## src/rtl/alu_arbiter.sv

```systemverilog
// Two-port round-robin arbiter/sequencer sharing one external combinational ALU.
// Define ALU_ARB_FIXED_PRI_EN to make port 0 win every contention instead of round-robin.
module alu_arbiter #(
    parameter int DATA_W = 8,
    parameter int SEL_W  = 4
) (
    input  logic              clk,
    input  logic              reset,
    input  logic              r0_valid,
    output logic              r0_ready,
    input  logic [DATA_W-1:0] r0_a,
    input  logic [DATA_W-1:0] r0_b,
    input  logic [SEL_W-1:0]  r0_sel,
    input  logic              r1_valid,
    output logic              r1_ready,
    input  logic [DATA_W-1:0] r1_a,
    input  logic [DATA_W-1:0] r1_b,
    input  logic [SEL_W-1:0]  r1_sel,
    output logic              rsp_valid,
    input  logic              rsp_ready,
    output logic [DATA_W-1:0] rsp_data,
    output logic              rsp_carry,
    output logic              rsp_id,
    output logic [DATA_W-1:0] alu_a,
    output logic [DATA_W-1:0] alu_b,
    output logic [SEL_W-1:0]  alu_sel,
    input  logic [DATA_W-1:0] alu_out,
    input  logic              alu_carry,
    output logic              busy
);

    typedef enum logic [1:0] {
        IDLE = 2'd0,
        EXEC = 2'd1,
        RESP = 2'd2
    } state_t;

    state_t              state_r;
    state_t              state_nxt_s;
    logic                gnt0_s;
    logic                gnt1_s;
    logic                xfer_s;
    logic [DATA_W-1:0]   alu_a_r;
    logic [DATA_W-1:0]   alu_b_r;
    logic [SEL_W-1:0]    alu_sel_r;
    logic [DATA_W-1:0]   rsp_data_r;
    logic                rsp_carry_r;
    logic                id_r;

`ifndef ALU_ARB_FIXED_PRI_EN
    logic                last_r;

    // Round-robin pointer: remembers which port was granted most recently.
    always_ff @(posedge clk or posedge reset) begin
        if (reset) begin
            last_r <= 1'b1;
        end else if (xfer_s) begin
            last_r <= gnt1_s;
        end
    end
`endif

    // Grant decode; ready is the grant itself, so it may follow valid within the cycle.
    always_comb begin
        gnt0_s = 1'b0;
        gnt1_s = 1'b0;
        if ((state_r == IDLE) && !reset) begin
`ifdef ALU_ARB_FIXED_PRI_EN
            gnt0_s = r0_valid;
            gnt1_s = r1_valid & ~r0_valid;
`else
            if (r0_valid && r1_valid) begin
                gnt0_s = last_r;
                gnt1_s = ~last_r;
            end else begin
                gnt0_s = r0_valid;
                gnt1_s = r1_valid;
            end
`endif
        end else begin
            gnt0_s = 1'b0;
            gnt1_s = 1'b0;
        end
    end

    assign xfer_s = gnt0_s | gnt1_s;

    // Next-state logic for the accept / execute / respond sequence.
    always_comb begin
        state_nxt_s = state_r;
        case (state_r)
            IDLE: begin
                if (xfer_s) begin
                    state_nxt_s = EXEC;
                end else begin
                    state_nxt_s = IDLE;
                end
            end
            EXEC: state_nxt_s = RESP;
            RESP: begin
                if (rsp_ready) begin
                    state_nxt_s = IDLE;
                end else begin
                    state_nxt_s = RESP;
                end
            end
            default: state_nxt_s = IDLE;
        endcase
    end

    // State register.
    always_ff @(posedge clk or posedge reset) begin
        if (reset) begin
            state_r <= IDLE;
        end else begin
            state_r <= state_nxt_s;
        end
    end

    // Operand latch on acceptance and result capture during the single EXEC cycle.
    always_ff @(posedge clk or posedge reset) begin
        if (reset) begin
            alu_a_r     <= {DATA_W{1'b0}};
            alu_b_r     <= {DATA_W{1'b0}};
            alu_sel_r   <= {SEL_W{1'b0}};
            id_r        <= 1'b0;
            rsp_data_r  <= {DATA_W{1'b0}};
            rsp_carry_r <= 1'b0;
        end else begin
            if (xfer_s) begin
                alu_a_r   <= gnt1_s ? r1_a   : r0_a;
                alu_b_r   <= gnt1_s ? r1_b   : r0_b;
                alu_sel_r <= gnt1_s ? r1_sel : r0_sel;
                id_r      <= gnt1_s;
            end
            if (state_r == EXEC) begin
                rsp_data_r  <= alu_out;
                rsp_carry_r <= alu_carry;
            end
        end
    end

    assign r0_ready  = gnt0_s;
    assign r1_ready  = gnt1_s;
    assign alu_a     = alu_a_r;
    assign alu_b     = alu_b_r;
    assign alu_sel   = alu_sel_r;
    assign rsp_data  = rsp_data_r;
    assign rsp_carry = rsp_carry_r;
    assign rsp_id    = id_r;
    assign rsp_valid = (state_r == RESP);
    assign busy      = (state_r == EXEC) || (state_r == RESP);

endmodule

```

## config.mk

```make
export PLATFORM = sky130hd
export DESIGN_NAME = alu_arbiter
export DESIGN_NICKNAME = d
export VERILOG_FILES = /design/src/rtl/alu_arbiter.sv
export SDC_FILE = /design/constraint.sdc
export NUM_CORES = 1
export LEC_CHECK = 0
export ABC_AREA = 1
export CAP_MARGIN = 20
export CORE_ASPECT_RATIO = 0.6
export CORE_MARGIN = 1
export CORE_UTILIZATION = 31
export CTS_BUF_LIST = sky130_fd_sc_hd__clkbuf_4
export DETAILED_ROUTE_END_ITERATION = 6
export PLACE_DENSITY = 0.69
export SLEW_MARGIN = 25
export SYNTH_ARGS = -nofsm -noshare
export SYNTH_HDL_FRONTEND = slang
export SYNTH_SLANG_ARGS = --single-unit
```

## constraint.sdc

```tcl
create_clock -name clk -period 3 [get_ports clk]
set_input_delay 0.6 -clock clk [delete_from_list [all_inputs] [get_ports clk]]
set_output_delay 0.6 -clock clk [all_outputs]
set_load 0.01 [all_outputs]
```

Word-level counts from Yosys, hierarchy flattened:

Cells that the tools add are included.

* shift-type cells: 0
* bitwise gates (word level): 2
* muxes and demuxes: 10
* multiply operators: 0
* reductions and logical operators: 5
* equal/unequal tests: 2
* add/subtract/negate cells: 0
* magnitude comparators: 0
* div/mod/pow operators: 0

Operator list (count)
* $mux W8: 2
* $pmux W2 S3: 1
* $mux W1: 5
* $mux W4: 1
* $eq A2 B1 Y1 const B: 1
* $eq A2 B2 Y1 const B: 1
* $logic_and A1 B1 Y1: 2
* $logic_not A2 Y1: 1
* $mux W2: 1
* $logic_not A1 Y1: 1
* $logic_or A1 B1 Y1: 1
* $not A1 Y1: 1
* $or A1 B1 Y1: 1

* bits in latches: 0
* memory bits (read-only): 0
* memory bits (writable): 0
* bits in registers: 33
* output and inout port bits: 34
* memories kept: 0

Logic depth before layout (Yosys ltp):

* word-level depth: 6
* mapped depth: 9
* depth with buffers taken out: 8

Worst setup path before layout:

OpenSTA, ideal clock, no wires.

* kind: register to output
* start point: reg state_r[0]
* end point: out r0_ready
* data required time: 2400 ps
* setup slack: 1178 ps
* path buffers: 1
* arrival time: 1222 ps
* stages on the path, launching flop included: 8
* path through: dfrtp_1 -> inv_2 -> ha_1 -> inv_1 -> nor2_4 -> buf_2 -> nand2_1 -> a21oi_1

* word-level cells in the longest chain between the ends: 3

RTL lines
* start: declaration: RTL line 38 `state_t state_r;`
* start signal: assignment: RTL line 116 `state_r <= state_nxt_s;`
* $logic_not A2 Y1: RTL line 67 `if ((state_r == IDLE) && !reset) begin`
* $logic_and A1 B1 Y1: RTL line 67
* $mux W1: RTL line 67
* end: declaration: RTL line 10 `output logic r0_ready,`

No other way between the ends.

Final worst setup path:

* start point: in r1_valid
* end point: out r0_ready

* word-level cells in the longest chain between the ends: 3

RTL lines
* start: declaration: RTL line 14 `input logic r1_valid,`
* $logic_and A1 B1 Y1: RTL line 72 `if (r0_valid && r1_valid) begin`
* $mux W1: RTL line 72
* $mux W1: RTL line 67

No other way between the ends.

==> flow_summary_export.csv <==
group,metric,value,unit
clock_network,numCtsBuffers,5,
logic_synthesis,synth_cells,218,
clock_network,clockRootBuffer,"clkbuf_4",
worst_setup_path,cpMostUsedCell,"clkdlybuf4s50_1",
logic_synthesis,ys_ff_latch,33,
drt,drtIter0Drc,56,
placement,dpl.hpwl,3473,µm
timing,setup_viol,0,
global_route,grt_max_degree,34,
final_layout,final_cell_mix,"clkdlybuf4s50_1, nand2_1, inv_1, dfrtp_1",
power_and_ir_drop,switching_share,0.3356,
drt,drc,0,
global_route,grt_util_all_layers,0.1777,
power_and_ir_drop,leakagePower,1.418,nW
clock_network,clk_latency,0.34,ns
die,die_area,0.005949,mm²
die,start_util,0.3340,
worst_setup_path,cp_top_family,"buffers and inverters",
final_layout,nets,364,
worst_setup_path,worst_setup_path_start_kind,"input port",
worst_setup_path,worstPathArrival,1.98,ns
logic_synthesis,synth_top_area_share,0.4585,
global_route,grt_first_pass_wirelength,7955,µm
worst_setup_path,path_cells,"clkdlybuf4s50_1 -> buf_4 -> a21oi_1 -> clkdlybuf4s50_1",
power_and_ir_drop,intPower,1.526,mW
clock_network,clock_path_buffers,2,
die,die_height,60.15,µm
worst_setup_path,crit_slowest_cell,"clkdlybuf4s50_1",
timing,rsz0062_at_grt,"false",
die,io-pin-count,88,
worst_setup_path,critPathRequiredTime,2.40,ns
logic_synthesis,synthDistinctLibCells,18,
logic_synthesis,synth_nets,276,
clock_network,cts_tree,"done",
timing,fin_ws,0.4151,ns
final_layout,syn_to_final_growth,59.31,%
outcome,status,"completed",
worst_setup_path,crit_buf_inv,3,
timing,relSlewSlack,0.7264,
logic_synthesis,yosys_warnings,0,
final_layout,diodes,0,
final_layout,nFillCells,507,
clock_network,cts.clk_slew.worst_paths,0.10,ns
logic_synthesis,ys_seq_area_frac,0.4735,
job,drv_cap,0,
timing,tightest_slew,0.4104,ns
clock_network,clock_sinks,33,
timing,final-hold-violation-count,0,
global_route,antenna_found_initial,0,
timing,finalCritPeriodShare,0.8616,
power_and_ir_drop,power_per_cell_area,825.2,mW/mm²
power_and_ir_drop,pwr-share-comb,0.474,
clock_network,post_cts_resized,0,
placement,post-place-ws,0.4108,ns
drt,dr_total_vias,1696,
clock_network,cts_hold_buf,0,
global_route,grt_pass1_vias,1630,
power_and_ir_drop,seqPwrFrac,0.346,
power_and_ir_drop,peakVddDrop,0.0003537,V
drt,firstDrtPassIters,4,
drt,wirelength,4793,µm
worst_setup_path,cp_slowest_stage_delay,0.57,ns
worst_setup_path,endpoint_kind,"output port",
drt,wl_per_cell,12.85,µm
global_route,overflow,0,
timing,slew_viol_final,0,
power_and_ir_drop,p_switching,770.5,µW
timing,fmax,386.9,MHz
logic_synthesis,yosys-top-cells-area,"dfrtp_1, nand2_1, inv_1, nand4_1, mux2_1",
final_layout,final_common_cell,"clkdlybuf4s50_1",
timing,fin_worst_skew,0.01518,ns
logic_synthesis,syn_avg_cell_area,8.012,µm²
worst_hold_path,hold_path.class,"reg2reg",
power_and_ir_drop,clkPwrFrac,0.180,
placement,io_buffer_count,87,
drt,routed_via_density,4.547,
logic_synthesis,yosysTopAreaCell,"dfrtp_1",
logic_synthesis,syn_area,0.001747,mm²
timing,min_period,2.585,ns
die,core-area,0.005230,mm²
clock_network,post-cts-setup-buffer-count,0,
clock_network,htreeDepth,2,
die,rows,20,
worst_setup_path,path_class,"in2out",
timing,fin_tns_setup,0,ns
final_layout,drive_above_1_share,0.07166,
drt,detail-route-antenna-nets,0,
power_and_ir_drop,power,2.296,mW
placement,gp_congestion,0.7454,
worst_setup_path,critPathMaxFanout,10,
die,die_w,98.91,µm
synth_stat cells:
library cell and count:
nand2_1 65, inv_1 44, dfrtp_1 32, nand3_1 20
nand4_1 20, buf_2 10, mux2_1 9, ha_1 4
buf_4 3, inv_2 3, a21oi_1 1, dfstp_2 1
nand3_2 1, nor2_1 1, nor2_4 1, o21ai_1 1
o21ai_2 1, o22ai_1 1
worst register-to-register path: cells and delay by family, from the launching register on:
family                     cells  cell delay, ns
buffers and inverters          4            0.72
DFF                            1            0.43
and+or+nand+nor                3            0.32
adders and majority gates      1            0.14
AOI/OAI and AO/OA              1            0.10
area by class of cell:
| class | count | area [µm²] | share of cell area |
|---|---|---|---|
| clock buffer | 5 | 37.54 | 0.01349 |
| clock inverter | 3 | 65.06 | 0.02338 |
| inverter | 47 | 176.4 | 0.06340 |
| multi-input combinational | 125 | 670.6 | 0.2410 |
| sequential | 33 | 827.0 | 0.2972 |
| tap | 66 | 82.58 | 0.02968 |
| timing repair buffer | 94 | 923.4 | 0.3318 |
metal layers:
layer,share of wire,track usage
met5,0,0
met4,0.0079,0.06397
met3,0.094,0.06550
met2,0.38,0.2577
met1,0.52,0.2426
flip-flops by register name (all words and copies together) (netlist names):
signal	cells
last_r	1
rsp_id	1
alu_b	8
alu_a	8
state_r	2
rsp_data	8
alu_sel	4
rsp_carry	1
path summary, 6_finish.rpt:
| check | cells past startpoint | slack (ns) | end | start |
|---|---|---|---|---|
| setup / recovery | 4 | 0.42 | r0_ready | r1_valid |
| hold / removal | 2 | 0.49 | alu_b[0] | alu_b[0] |
| setup reg to reg | 9 | 1.22 | alu_b[7] | state_r[0] |
| hold reg to reg | 2 | 0.49 | alu_b[0] | alu_b[0] |
| max in group asynchronous | 3 | 1.93 | last_r | reset |
| min in group asynchronous | 3 | 0.72 | rsp_data[1] | reset |
cell families after synthesis:
group	after synthesis	share of synthesized area
muxes	9	0.05802
AOI/OAI and AO/OA	4	0.01432
buffers and inverters	60	0.1426
adders and majority gates	4	0.02865
DFF	33	0.4735
and+or+nand+nor	108	0.2829
power groups by stage:
stage / sequential (mW) / clock (mW) / combinational [mW]
after floorplan: 0.886 / 0 / 0.392
after detailed placement: 0.798 / 0 / 1.10
after global placement: 0.801 / 0 / 1.08
after global routing: 0.825 / 0.445 / 1.19
final: 0.794 / 0.414 / 1.09
after CTS: 0.796 / 0.424 / 1.10
stage by stage:
stage	hold WS, ns	std cells	util	area, µm²
after detailed placement	0.4646	365	0.5124	2680
after global placement	0.4602	365	0.5124	2680
after floorplan	0.4675	218	-	1747
after CTS	0.4910	373	0.5321	2783
after global routing	0.5068	373	0.5321	2783
final	0.4872	373	0.5321	2783
Note: power is estimated with default switching activity, not from simulation.
